### config.mk
export PLATFORM = sky130hd
export DESIGN_NAME = seq_divider
export DESIGN_NICKNAME = d
export VERILOG_FILES = /design/src/rtl/seq_divider.sv
export SDC_FILE = /design/constraint.sdc
export NUM_CORES = 1
export LEC_CHECK = 0
export ABC_CLOCK_PERIOD_IN_PS = 6900
export CAP_MARGIN = 20
export CORE_UTILIZATION = 35
export CTS_CLUSTER_DIAMETER = 80
export CTS_CLUSTER_SIZE = 28
export DETAILED_ROUTE_END_ITERATION = 16
export GPL_TIMING_DRIVEN = 0
export HOLD_SLACK_MARGIN = 0.06
export SLEW_MARGIN = 20
export SYNTH_ARGS = -nofsm -noshare
export SYNTH_HDL_FRONTEND = slang
export SYNTH_SLANG_ARGS = --single-unit
export TNS_END_PERCENT = 20
### constraint.sdc
create_clock -name clk -period 6.9 [get_ports clk]
set_clock_uncertainty 0.2 [all_clocks]
set_input_delay 1.38 -clock clk [delete_from_list [all_inputs] [get_ports clk]]
set_output_delay 1.38 -clock clk [all_outputs]
set_load 0.01 [all_outputs]
### src/rtl/seq_divider.sv
// Iterative restoring divider: one quotient bit per clock, signed or unsigned per operation,
// with divide-by-zero and signed-overflow flags and a start/busy/done handshake.
module seq_divider #(
    parameter int unsigned WIDTH = 8
) (
    input  logic             clk,
    input  logic             rst,
    input  logic             start,
    input  logic             is_signed,
    input  logic [WIDTH-1:0] a,
    input  logic [WIDTH-1:0] b,
    output logic             busy,
    output logic             done,
    output logic [WIDTH-1:0] quotient,
    output logic [WIDTH-1:0] remainder,
    output logic             div_by_zero,
    output logic             overflow
);

    localparam int unsigned CntW = (WIDTH > 1) ? $clog2(WIDTH) : 1;

    typedef enum logic [1:0] {
        StIdle,
        StRun,
        StFinish
    } state_e;

    state_e           state_q;
    logic [WIDTH-1:0] dvd_q;
    logic [WIDTH-1:0] dvs_q;
    logic [WIDTH-1:0] quo_q;
    logic [WIDTH:0]   rem_q;
    logic [CntW-1:0]  cnt_q;
    logic             q_neg_q;
    logic             r_neg_q;
    logic             dbz_q;
    logic             ovf_q;

    logic             sa;
    logic             sb;
    logic [WIDTH-1:0] a_mag;
    logic [WIDTH-1:0] b_mag;
    logic             b_zero;
    logic             a_most_neg;
    logic [WIDTH+1:0] rem_shift;
    logic [WIDTH+1:0] diff;
    logic [WIDTH-1:0] quo_fix;
    logic [WIDTH-1:0] rem_fix;

    always_comb begin
        sa         = is_signed & a[WIDTH-1];
        sb         = is_signed & b[WIDTH-1];
        // The WIDTH-bit negation of the most negative value is its correct unsigned magnitude.
        a_mag      = sa ? (~a + 1'b1) : a;
        b_mag      = sb ? (~b + 1'b1) : b;
        b_zero     = (b == '0);
        a_most_neg = (a == {1'b1, {(WIDTH - 1){1'b0}}});
        rem_shift  = {rem_q, dvd_q[WIDTH-1]};
        diff       = rem_shift - {2'b00, dvs_q};
        quo_fix    = q_neg_q ? (~quo_q + 1'b1) : quo_q;
        rem_fix    = r_neg_q ? (~rem_q[WIDTH-1:0] + 1'b1) : rem_q[WIDTH-1:0];
    end

    always_ff @(posedge clk) begin
        if (rst) begin
            state_q     <= StIdle;
            dvd_q       <= '0;
            dvs_q       <= '0;
            quo_q       <= '0;
            rem_q       <= '0;
            cnt_q       <= '0;
            q_neg_q     <= 1'b0;
            r_neg_q     <= 1'b0;
            dbz_q       <= 1'b0;
            ovf_q       <= 1'b0;
            busy        <= 1'b0;
            done        <= 1'b0;
            quotient    <= '0;
            remainder   <= '0;
            div_by_zero <= 1'b0;
            overflow    <= 1'b0;
        end else begin
            done <= 1'b0;
            case (state_q)
                StIdle: begin
                    // A start coinciding with the done pulse is dropped.
                    if (start && !done) begin
                        dvd_q   <= b_zero ? a : a_mag;
                        dvs_q   <= b_mag;
                        quo_q   <= '0;
                        rem_q   <= '0;
                        cnt_q   <= '0;
                        q_neg_q <= sa ^ sb;
                        r_neg_q <= sa;
                        dbz_q   <= b_zero;
                        ovf_q   <= is_signed && a_most_neg && (&b);
                        busy    <= 1'b1;
                        state_q <= b_zero ? StFinish : StRun;
                    end
                end
                StRun: begin
                    if (!diff[WIDTH+1]) begin
                        rem_q <= diff[WIDTH:0];
                        quo_q <= {quo_q[WIDTH-2:0], 1'b1};
                    end else begin
                        rem_q <= rem_shift[WIDTH:0];
                        quo_q <= {quo_q[WIDTH-2:0], 1'b0};
                    end
                    dvd_q <= dvd_q << 1;
                    cnt_q <= cnt_q + 1'b1;
                    if (cnt_q == CntW'(WIDTH - 1)) begin
                        state_q <= StFinish;
                    end
                end
                StFinish: begin
                    quotient    <= dbz_q ? '1 : quo_fix;
                    remainder   <= dbz_q ? dvd_q : rem_fix;
                    div_by_zero <= dbz_q;
                    overflow    <= ovf_q;
                    done        <= 1'b1;
                    busy        <= 1'b0;
                    state_q     <= StIdle;
                end
                default: state_q <= StIdle;
            endcase
        end
    end

endmodule

==> run summary <==
drt total wl -> 8040 µm
worst slack, placed -> 3.16 ns
Final Hold Fails -> 0
Fin Hold WS -> 0.257 ns
RSZ-0062 raised after global routing -> false
via count -> 3007
grt total ovfl -> 0
Final Slew Violations -> 0
wire length per cell -> 13.4 µm
Lkg Pwr -> 1.47 nW
Post-Syn Area -> 3370 µm²
synth unique cells -> 44
PwrDens -> 223 nW/µm²
Worst Path Required -> 6.92 ns
CTS max path bufs -> 2
crit path buf inv count -> 3
clk slew on worst S/H paths -> 0.07 ns
Net Count, Synth -> 455
Skew-Pair Late Insertion Delay -> 0.34 ns
synthesized instance count -> 419
FILL cells -> 978
total track usage -> 17.0%
Final Cycle Share -> 49.5%
Die Y -> 100 µm
f_max -> 293 MHz
setup_tns -> 0 ns
reg2reg path depth -> 7
TritonCTS clock tree -> yes
root buffer cell -> clkbuf_8
Overall Power -> 0.000913 W
slowest CP cell -> clkdlybuf4s50_1
CP Cell Sequence -> clkdlybuf4s50_1 -> inv_1 -> ha_1 -> nand4_2 -> and3_4 -> buf_6 -> mux2_4 -> a222oi_1 -> nor2_1
Avg Inst Size Synth -> 8.05 µm²
Core Box Area -> 9280 µm²
arrival time at the worst endpoint -> 3.44 ns
Post-route DRC -> 0
CP max FO -> 6
GPL Wtd Cong -> 0.865
DRT iter0 DRCs -> 222
vias in the first global route -> 2727
reg-to-reg endpoint -> rem_q[0]
critical path endpoint category -> register
Final Setup Violations -> 0
outcome -> finished, final reports clean
via/cell ratio -> 5.00
Final WS setup -> 3.48 ns
Die Wd -> 100 µm
diode count -> 0
Slew @ Worst Pin -> 0.686 ns
CTS resizes -> 0
H-Tree Depth -> 3
Seq/Total Area, Yosys -> 36.8%
Startpoint Class -> primary input
Reg2Reg Setup Slack -> 4.50 ns
Crit Path Class -> primary input to register
initial antenna violation count -> 0
layout cells sized above 1 -> 6.34%
Site Rows -> 35
cts bufs inserted -> 9
DPL Wire Length -> 6190 µm
synth warn -> 0
CTS Hold Bufs -> 0
maximum number of pins on one net before global-route repair -> 13
Initial Util -> 36.3%
Hold/Removal Path Class -> register to register
number of max-cap violations -> 0
# IOs -> 40
DR pass1 iterations -> 4
Tmin final -> 3.42 ns
Worst slew margin -> 54.1%
crit-path max cell delay -> 0.50 ns
multi-input logic area -> 1960 µm²
Hold Path Depth -> 2
hold path startpoint -> dvs_q[7]
I/O Buffers -> 38
ANT nets after route -> 0
first-pass GRT wire length -> 13500 µm
Hold Crit Endpoint -> dvs_q[7]
cell family with most CP delay -> buffers and inverters
Area Overhead vs Synth -> 21.2%
Reg2Reg Launch Point -> rem_q[1]
FF+latch area -> 1240 µm²
Final #Nets -> 504
flip-flop and latch count after synthesis -> 62
Critical path origin -> b[0]
post-CTS setup repair buffer count -> 0
Die ar. -> 10000 µm²
Peak supply drop -> 0.0774 mV
Sink Count -> 62
-- area by class of cell --
type / instances / area share [%]
clock buffer: 9 / 3.03
inverter: 19 / 1.74
timing repair buffer: 38 / 9.31
multi-input combinational: 313 / 47.9
sequential: 62 / 30.4
tap: 129 / 3.95
buffer: 25 / 2.51
clock inverter: 7 / 1.19
-- cell usage after synthesis --
library cell / number / share of area (%)
nor2b_1: 5 / 0.93
o31ai_1: 8 / 1.8
a22oi_1: 15 / 3.3
a311oi_1: 1 / 0.26
or3_1: 1 / 0.19
buf_2: 1 / 0.15
buf_6: 1 / 0.33
nor2_4: 1 / 0.33
nand2b_1: 11 / 2.0
nor2_2: 3 / 0.56
fa_1: 1 / 0.59
a31oi_1: 2 / 0.37
nor2_1: 43 / 4.8
mux2_4: 2 / 0.89
nand4_1: 2 / 0.37
a21oi_1: 28 / 4.2
nor4_1: 2 / 0.37
a211oi_1: 8 / 1.8
or2_2: 2 / 0.37
o21ai_0: 16 / 2.4
a21o_1: 1 / 0.22
clkbuf_1: 20 / 2.2
xnor2_1: 19 / 4.9
buf_1: 3 / 0.33
o22ai_1: 5 / 0.93
o21a_1: 1 / 0.22
nor3_1: 23 / 3.4
o211ai_1: 6 / 1.3
and3_4: 1 / 0.33
a222oi_1: 1 / 0.30
o21ai_2: 1 / 0.26
nand2_1: 52 / 5.8
o211a_1: 1 / 0.30
ha_1: 15 / 5.6
a2111oi_0: 1 / 0.26
o41ai_1: 1 / 0.26
dfxtp_1: 62 / 37
mux2i_1: 9 / 2.7
nand4_2: 1 / 0.37
xnor2_4: 1 / 0.82
inv_1: 19 / 2.1
xor2_1: 10 / 2.6
o21bai_1: 1 / 0.22
nand3_1: 12 / 1.8
-- worst max path at each step --
stage | endpoint | slack (ns) | depth (start not counted)
floorplan | dvd_q[1] | 3.89 | 8
global placement | dvd_q[1] | 3.17 | 9
detailed placement | dvd_q[1] | 3.16 | 9
CTS | dvd_q[1] | 3.52 | 9
global route | dvd_q[1] | 3.38 | 9
finish | dvd_q[1] | 3.48 | 9
-- worst reg2reg max path: stages (launching register included) --
cell	delay, ns
dfxtp_1	0.38
ha_1	0.38
o211ai_1	0.14
a211oi_1	0.28
nor2_2	0.11
xnor2_4	0.41
mux2_4	0.35
o21ai_2	0.10
-- through the flow --
step           instances  area [µm²]  util [%]
2_1_floorplan        419        3370         -
3_3_place_gp         586        3920      42.2
3_5_place_dp         586        3920      42.2
4_1_cts              602        4090      44.0
5_1_grt              602        4090      44.0
6_report             602        4090      44.0
-- logic make-up after synthesis --
logic type | synth area share [%]
simple gates | 21.6
xor+xnor | 8.35
compound gates | 18.4
flops | 36.8
buf+inv | 5.16
mux | 3.56
fa+ha+maj | 6.16
-- metal layers --
metal / share of wire [%] / wire (µm) / up-vias / GRT usage, %
met3: 4.7 / 374 / 9 / 3.20
met2: 43 / 3460 / 69 / 26.2
met4: 0.87 / 70 / 0 / 4.68
met5: 0 / 0 / - / 0
li1: - / - / 1548 / -
met1: 51 / 4140 / 1381 / 24.2
-- state kept, by name, summed over array words and instances (netlist names), 2 cells and up --
register and cells:
dvd_q 8, quotient 8, dvs_q 8, rem_q 9, cnt_q 3, remainder 8, quo_q 8, state_q 2
-- cell usage in the layout (no fill, tap or decap), drive strengths merged, types with 2 or more instances in the layout --
cell / n
inv: 20
o21ai: 17
clkdlybuf4s50: 38
mux2: 2
dfxtp: 62
nand2: 52
a22oi: 15
nor2: 47
a211oi: 8
clkbuf: 29
nor3: 23
buf: 5
xnor2: 20
nand3: 12
ha: 15
nand2b: 11
a21oi: 28
nor2b: 5
o22ai: 5
nor4: 2
clkinv: 5
or2: 2
o211ai: 6
xor2: 10
mux2i: 9
o31ai: 8
nand4: 3
a31oi: 2
-- report_power, final --
part           switching (W)  internal, W  leakage [nW]
registers          0.0000205     0.000374         0.503
logic               0.000126     0.000110         0.881
clock network       0.000151     0.000131        0.0894
total               0.000298     0.000615          1.47
No activity file was read; power rests on OpenSTA's default activity.
